===== src/rtl/list_builder.sv =====
// Writer side of the linked-list summing datapath: streams values into memory as nodes {value, next}.
// Optional running checksum of written values is enabled by defining LIST_BUILDER_CHECKSUM_EN.
module list_builder #(
    parameter int N = 8
) (
    input  logic         clk_i,
    input  logic         rst_i,
    input  logic         start_i,
    input  logic [N-1:0] head_addr_i,
    input  logic         in_valid_i,
    input  logic [N-1:0] in_data_i,
    input  logic         in_last_i,
    output logic         in_ready_o,
    output logic         mem_we_o,
    output logic [N-1:0] mem_addr_o,
    output logic [N-1:0] mem_wdata_o,
    output logic         busy_o,
    output logic         done_o,
    output logic         err_o,
    output logic [N-1:0] count_o,
    output logic [N-1:0] checksum_o
);

    typedef enum logic [2:0] {IDLE, WAIT, WR_VAL, WR_NEXT, FIN} state_t;

    localparam logic [N-1:0] ADDR_ZERO = '0;
    localparam logic [N-1:0] ADDR_TOP = '1;
    // A node at or above this address leaves no room for another {value, next} pair.
    localparam logic [N-1:0] LAST_NODE_LIMIT = ADDR_TOP - N'(2);

    state_t       state_q, state_d;
    logic [N-1:0] ptr_q, ptr_d;
    logic [N-1:0] latchedData_q, latchedData_d;
    logic         latchedLast_q, latchedLast_d;
    logic [N-1:0] count_q, count_d;
    logic [N-1:0] memAddr_q, memAddr_d;
    logic [N-1:0] memWdata_q, memWdata_d;
    logic         err_q, err_d;
    logic         headOk;

    assign headOk = (head_addr_i != ADDR_ZERO) && (head_addr_i != ADDR_TOP);

    always_ff @(posedge clk_i) begin
        if (!rst_i) begin
            state_q       <= IDLE;
            ptr_q         <= '0;
            latchedData_q <= '0;
            latchedLast_q <= 1'b0;
            count_q       <= '0;
            memAddr_q     <= '0;
            memWdata_q    <= '0;
            err_q         <= 1'b0;
        end else begin
            state_q       <= state_d;
            ptr_q         <= ptr_d;
            latchedData_q <= latchedData_d;
            latchedLast_q <= latchedLast_d;
            count_q       <= count_d;
            memAddr_q     <= memAddr_d;
            memWdata_q    <= memWdata_d;
            err_q         <= err_d;
        end
    end

    // Address/data buses pass the registered copy through, so they hold while mem_we is low.
    always_comb begin
        state_d       = state_q;
        ptr_d         = ptr_q;
        latchedData_d = latchedData_q;
        latchedLast_d = latchedLast_q;
        count_d       = count_q;
        memAddr_d     = memAddr_q;
        memWdata_d    = memWdata_q;
        err_d         = err_q;
        in_ready_o    = 1'b0;
        mem_we_o      = 1'b0;
        done_o        = 1'b0;

        case (state_q)
            IDLE: begin
                if (start_i) begin
                    if (!headOk) begin
                        err_d   = 1'b1;
                        state_d = FIN;
                    end else begin
                        ptr_d   = head_addr_i;
                        count_d = '0;
                        err_d   = 1'b0;
                        state_d = WAIT;
                    end
                end
            end
            WAIT: begin
                in_ready_o = 1'b1;
                if (in_valid_i) begin
                    latchedData_d = in_data_i;
                    latchedLast_d = in_last_i;
                    state_d       = WR_VAL;
                end
            end
            WR_VAL: begin
                mem_we_o   = 1'b1;
                memAddr_d  = ptr_q;
                memWdata_d = latchedData_q;
                state_d    = WR_NEXT;
            end
            WR_NEXT: begin
                mem_we_o  = 1'b1;
                memAddr_d = ptr_q + N'(1);
                count_d   = count_q + N'(1);
                if (latchedLast_q) begin
                    memWdata_d = '0;
                    state_d    = FIN;
                end else if (ptr_q >= LAST_NODE_LIMIT) begin
                    memWdata_d = '0;
                    err_d      = 1'b1;
                    state_d    = FIN;
                end else begin
                    memWdata_d = ptr_q + N'(2);
                    ptr_d      = ptr_q + N'(2);
                    state_d    = WAIT;
                end
            end
            FIN: begin
                done_o  = 1'b1;
                state_d = IDLE;
            end
            default: state_d = IDLE;
        endcase
    end

    assign mem_addr_o  = memAddr_d;
    assign mem_wdata_o = memWdata_d;
    assign busy_o      = (state_q != IDLE);
    assign err_o       = err_q;
    assign count_o     = count_q;

`ifdef LIST_BUILDER_CHECKSUM_EN
    logic [N-1:0] checksum_q, checksum_d;

    // Restarts only on an accepted start so it matches the reader's sum for this list.
    always_comb begin
        checksum_d = checksum_q;
        if (state_q == IDLE && start_i && headOk) begin
            checksum_d = '0;
        end else if (state_q == WR_VAL) begin
            checksum_d = checksum_q + latchedData_q;
        end
    end

    always_ff @(posedge clk_i) begin
        if (!rst_i) begin
            checksum_q <= '0;
        end else begin
            checksum_q <= checksum_d;
        end
    end

    assign checksum_o = checksum_q;
`else
    assign checksum_o = '0;
`endif

endmodule


===== config.mk =====
export PLATFORM = sky130hd
export DESIGN_NAME = list_builder
export DESIGN_NICKNAME = d
export VERILOG_FILES = /design/src/rtl/list_builder.sv
export SDC_FILE = /design/constraint.sdc
export NUM_CORES = 1
export LEC_CHECK = 0
export CAP_MARGIN = 20
export CORE_MARGIN = 4
export CORE_UTILIZATION = 54
export CTS_BUF_LIST = sky130_fd_sc_hd__clkbuf_16
export CTS_CLUSTER_DIAMETER = 80
export DETAILED_ROUTE_END_ITERATION = 12
export GPL_TIMING_DRIVEN = 0
export PLACE_DENSITY = 0.95
export SLEW_MARGIN = 20
export SYNTH_ARGS = -nofsm -noshare
export SYNTH_HDL_FRONTEND = slang
export SYNTH_SLANG_ARGS = --single-unit

===== constraint.sdc =====
create_clock -name clk_i -period 3.8 [get_ports clk_i]
set_input_delay 0.38 -clock clk_i [delete_from_list [all_inputs] [get_ports clk_i]]
set_output_delay 0.38 -clock clk_i [all_outputs]
set_load 0.01 [all_outputs]

==> results.cfg, run 1 <==
[sta]
maxClockFrequency_mhz = 310
period_needed_ns = 3.22
setup_tns_ns = 0
finClkSkew_ns = 0.00524
fin_ws_ns = 0.575
setup_viol = 0
tightestPinTransition_ns = 0.550
hold_viol = 0
post-route-period-util_pct = 84.9
slew_viol_final = 0
grt_setup_unrepaired = no
maxSlewHeadroom_pct = 63.4

[layout]
seqCellArea_um2 = 901
multi_input_area_um2 = 1400
drive_above_1_share_pct = 9.14
final_util_pct = 72.8
nNetsFinal = 387
area_growth_pct = 29.1
diodes = 0
fill_cells = 358
stdcell_count = 413

[cts]
cts_max_level = 2
cts_tree = yes
cts_made_buffers = 5
cts_num_sinks = 45
cts_root_buffer = clkbuf_16
post_cts_buffers = 0
ctsHoldBuffers = 0
cts_resized = 0
clock_path_buffers = 2
worst_skew_pair.late_latency_ns = 0.28
clkTransAtPathRegs_ns = 0.06

[synthesis]
synth_cell_types = 54
yosys-top-cells-count = 49 x nand2_1, 45 x dfxtp_1, 23 x a21oi_1
syn_inst = 297
synth.avg_cell_area_um2 = 8.32
synth-seq-area-share_pct = 36.4
synthTopCellsByArea = dfxtp_1 36%, nand2_1 7.4%, a21oi_1 4.7%
async_flop_share_pct = 0
syn_area_um2 = 2470
synth_edf_count = 0
yosysMostFrequentCell = nand2_1
synth_seq_cells = 45
synth_top_area_share_pct = 36.4
synth_top_cell_by_area = dfxtp_1
ys_warn_count = 0
synth-main-ff-cell = dfxtp_1

[worst_setup_path]
endpoint_kind = output pin
reg2reg_depth = 8
r2r_slack_ns = 1.50
crit_end = mem_wdata_o[1]
worstPathArrival_ns = 2.84
critPathRequiredTime_ns = 3.42
crit_start = ptr_q[1]$_SDFFE_PN0P_
reg2reg_to = ptr_q[6]$_SDFFE_PN0P_
critPathSlowestCell = clkdlybuf4s50_1
crit_type = flop to output pin
startpoint_type = flop
max_stage_delay_ns = 0.57
worstPathCellList = inv_1, ha_1, nand2b_1, a311o_1, a2bb2oi_1, o21ai_1, clkdlybuf4s50_1
path_max_fanout = 10
regToRegStartpoint = ptr_q[1]$_SDFFE_PN0P_

[flow_run]
maxCapViolations = 0

[drt]
ant_nets = 0
drt_wl_total_um = 6380
wl_per_cell_um = 15.5
num_vias = 2372
via_per_inst = 5.74
drt_drc_violations_left = 0
drt-initial-drc-count = 181
first_pass_iters = 7

[floorplanning]
start_util_pct = 56.4
ios = 58
row_count = 24
fp.dieArea_um2 = 5730
die_h_um = 75.7
core_um2 = 4380
die_w_um = 75.7

[place]
gp_congestion = 0.836
dp.cells = 405
hpwl_um = 4860
dp_slack_ns = 0.953
io_buffers = 49

[power]
power_switching_uw = 410
p_leak_uw = 0.00118
power.density_nw_per_um2 = 417
internal_power_uw = 922
share_seq_of_total_power_pct = 40.4
combPwrFrac_pct = 28.6
peakVddDrop_mv = 0.218
switching_share_pct = 30.8
power.share.clock_pct = 30.9

[min_path]
hold_class = flop to flop

[grt]
grtUsageTotal_pct = 23.6
grt_max_degree = 14
antenna_found_initial = 0
grt_pass1_wl_um = 10400
grt.overflow.total = 0
grt_pass1_vias = 2239

[outcome]
status = finished clean
-- placed cells by master (no fill, tap or decap), drive strengths merged, types with 9 or more instances in the layout --
cell type,netlist,routed
nand2,49,49
and2,17,17
buf,17,17
inv,8,9
a21oi,23,23
clkbuf,9,14
nor2,13,13
clkdlybuf4s50,0,49
dfxtp,45,45
o21ai,18,18
-- final cells by class --
cell class                      instances  area share [%]
Tap cell                               52            2.04
Buffer                                 26            5.13
Clock buffer                            5            3.92
Multi-Input combinational cell        225            44.0
Timing Repair Buffer                   49            15.4
Sequential cell                        45            28.2
Inverter                                8           0.940
Clock inverter                          3           0.431
-- worst max-delay path, delay by kind of cell (launching register included) --
family | cells | cell delay [ns]
adders and majority gates | 1 | 0.20
and+or+nand+nor | 1 | 0.26
AOI/OAI and AO/OA | 3 | 0.85
DFF | 1 | 0.56
buffers and inverters | 2 | 0.69
-- worst min path at each step --
stage,startpoint,to,slack (ns),cells after the start
floorplan,latchedData_q[6]$_SDFFE_PN0P_,latchedData_q[6]$_SDFFE_PN0P_,0.43,2
global placement,latchedData_q[7]$_SDFFE_PN0P_,latchedData_q[7]$_SDFFE_PN0P_,0.45,2
detailed placement,latchedData_q[5]$_SDFFE_PN0P_,latchedData_q[5]$_SDFFE_PN0P_,0.45,2
CTS,latchedData_q[5]$_SDFFE_PN0P_,latchedData_q[5]$_SDFFE_PN0P_,0.46,2
global route,latchedData_q[7]$_SDFFE_PN0P_,latchedData_q[7]$_SDFFE_PN0P_,0.48,2
finish,latchedData_q[5]$_SDFFE_PN0P_,latchedData_q[5]$_SDFFE_PN0P_,0.46,2
-- registers in the layout, indices dropped and copies added (netlist names) --
signal,flops
count_o,8
memAddr_q,8
latchedLast_q,1
state_q,3
memWdata_q,8
err_o,1
ptr_q,8
latchedData_q,8
-- per-stage QoR --
step / total power (uW) / hold WS (ns) / instance area (um2)
after CTS: 1330 / 0.457 / 3190
after detailed placement: 923 / 0.450 / 3050
after floorplan: 784 / 0.432 / 2500
after global placement: 909 / 0.445 / 3050
after global routing: 1390 / 0.481 / 3190
final: 1330 / 0.458 / 3190
-- routing by layer --
layer  track usage, %  vias to the layer above  wire length (um)
met5                0                        -                 0
met1             29.4                     1099              2640
met3             4.88                       14               518
met4             9.13                        0               119
met2             39.8                      106              3110
li1                 -                     1153                 -
-- power by group through the flow --
| stage | Combinational, uW | Clock, uW | Sequential (uW) |
|---|---|---|---|
| 2_1_floorplan | 246 | 0 | 538 |
| 3_3_place_gp | 364 | 0 | 546 |
| 3_5_place_dp | 375 | 0 | 548 |
| 4_1_cts | 378 | 416 | 538 |
| 5_1_grt | 415 | 435 | 542 |
| 6_report | 382 | 412 | 539 |
-- cell families (layout without fill, tap and decap cells) --
family                   after synthesis  in the layout  share of synthesized area, %
other                                  1              8                         0.152
XOR/XNOR                              13             13                          4.61
adder cells (fa/ha/maj)                6              6                          3.04
flip-flops                            45             45                          36.4
AND/OR/NAND/NOR                      118            118                          24.8
multiplexers                           2              2                         0.810
buffers and inverters                 34             91                          7.84
AO/OA/AOI/OAI                         78             78                          22.3
No activity file was read; power rests on OpenSTA's default activity.
==> run 2: changes to the inputs <==
Settings changed: CORE_UTILIZATION 54 to 45, PLACE_DENSITY 0.95 to 0.87.
Clock period 3.8 ns to 2.6 ns, I/O delays scaled along.
==> results.cfg, run 2 (synthesis gave the netlist of run 1 again) <==
[layout]
drive_above_1_share_pct = 12.1
nNetsFinal = 391
diodes = 0
multi_input_area_um2 = 1410
layout_common_cells = 49 x nand2_1, 42 x dfxtp_1, 42 x clkdlybuf4s50_1, 23 x a21oi_1, 17 x and2_1
seqCellArea_um2 = 907
fill_cells = 463
stdcell_count = 434
area_growth_pct = 32.0
final_common_cell = nand2_1

[worst_setup_path]
crit_buf_inv = 2
max_stage_delay_ns = 0.54
critPathRequiredTime_ns = 2.34
crit_start = ptr_q[1]$_SDFFE_PN0P_
worstPathCellList = inv_1, ha_1, nand2b_2, a311oi_4, a221o_1, clkdlybuf4s50_1
endpoint_kind = output pin
startpoint_type = flop
crit_type = flop to output pin
worstPathArrival_ns = 2.29
path_max_fanout = 4
reg2reg_to = ptr_q[3]$_SDFFE_PN0P_
path_delay_family = compound AO/OA/AOI/OAI gates
r2r_slack_ns = 0.61
critPathSlowestCell = clkdlybuf4s50_1
regToRegStartpoint = ptr_q[1]$_SDFFE_PN0P_
reg2reg_depth = 7

[outcome]
status = finished clean

[drt]
ant_nets = 0
drt_wl_total_um = 6350
via_per_inst = 5.42
drt-initial-drc-count = 158
num_vias = 2354
drt_drc_violations_left = 0
wl_per_cell_um = 14.6
first_pass_iters = 4

[power]
p_leak_uw = 0.00128
power.density_nw_per_um2 = 598
power.total_uw = 1950
peakVddDrop_mv = 0.285

[cts]
cts_made_buffers = 5
clkTransAtPathRegs_ns = 0.06
clock_path_buffers = 2
cts_num_sinks = 45
cts_max_level = 2
cts_tree = yes
cts_root_buffer = clkbuf_16
worst_skew_pair.late_latency_ns = 0.29

[grt]
grt.overflow.total = 0
grt_pass1_vias = 2225
grt_max_degree = 13
grtUsageTotal_pct = 19.9
antenna_found_initial = 0
grt_pass1_wl_um = 10200

[place]
gp_congestion = 0.870
io_buffers = 49
hpwl_um = 4640
dp.cells = 423
dp_slack_ns = -0.0979

[min_path]
hold_class = flop to flop
min_path_cells = 2
min_from = latchedData_q[2]$_SDFFE_PN0P_
whs_endpoint = latchedData_q[2]$_SDFFE_PN0P_

[sta]
setup_viol = 0
setup_tns_ns = 0
fin_ws_ns = 0.0493
slew_viol_final = 0
finClkSkew_ns = 0.00364
grt_setup_unrepaired = yes
maxClockFrequency_mhz = 392
whs_ns = 0.463
post-route-period-util_pct = 98.1
period_needed_ns = 2.55
hold_viol = 0

[floorplanning]
die_h_um = 82.1
die_w_um = 82.1
row_count = 26
core_um2 = 5200
ios = 58
start_util_pct = 47.5
fp.dieArea_um2 = 6740

[flow_run]
maxCapViolations = 0
run 2: changes by cell type in the layout (fill, tap and decap cells not counted), sizes merged:
cell           before  now
clkdlybuf4s50      49   42
dlymetal6s2s        0    4
dlygate4sd2         0    3
buf                17   19
clkbuf             14   16
clkinv              2    1
run 2: per-stage QoR:
stage,utilization [%],area [um2]
2_1_floorplan,-,2500
3_3_place_gp,59.1,3080
3_5_place_dp,59.1,3080
4_1_cts,62.2,3240
5_1_grt,62.7,3260
6_report,62.7,3260
run 2: repair_timing:
item / in CTS / in global routing
hold buffers: 0 / 0
pin swaps: 1 / 1
gates cloned: 0 / 0
setup endpoints to repair: 8 / 13
resized for setup: 11 / 10
setup buffers: 3 / 1
run 2: cell type report:
class                      count  share of cell area (%)
clock buffer                   5                    3.83
timing repair buffer          53                    16.1
tap                           70                    2.68
inverter                       8                   0.920
sequential                    45                    27.8
buffer                        26                    5.14
clock inverter                 2                   0.230
multi-input combinational    225                    43.3
run 2: how the worst max path moves through the flow:
stage	end	slack [ns]	cells after the start
floorplan	mem_wdata_o[2]	0.65	6
CTS	mem_wdata_o[7]	0.006	7
detailed placement	mem_wdata_o[1]	-0.1	7
finish	mem_wdata_o[6]	0.05	6
global placement	mem_wdata_o[3]	-0.04	7
global route	mem_wdata_o[1]	-0.04	8
run 2: layer usage:
metal / vias up / wire, um / global-route usage [%]
met4: 0 / 148 / 8.80
li1: 1168 / - / -
met5: - / 0 / 0
met3: 20 / 413 / 4.77
met2: 84 / 3020 / 31.8
met1: 1082 / 2760 / 25.6
run 2: tightest hold or removal path, cell delays in order (launching register included):
cell and delay [ns]:
dfxtp_1 0.31, nand2_1 0.05, a21oi_1 0.05
run 2: report_power, final:
part | total [uW] | switching (uW) | internal [uW]
combinational | 578 | 306 | 272
sequential | 784 | 43.7 | 740
clock | 590 | 246 | 344
total | 1950 | 596 | 1360
==> run 3: changes to the inputs <==
Settings changed: GPL_ROUTABILITY_DRIVEN set to 0.
==> results of run 3 <==
Final layout, timing and power as in run 2 (identical DEF).
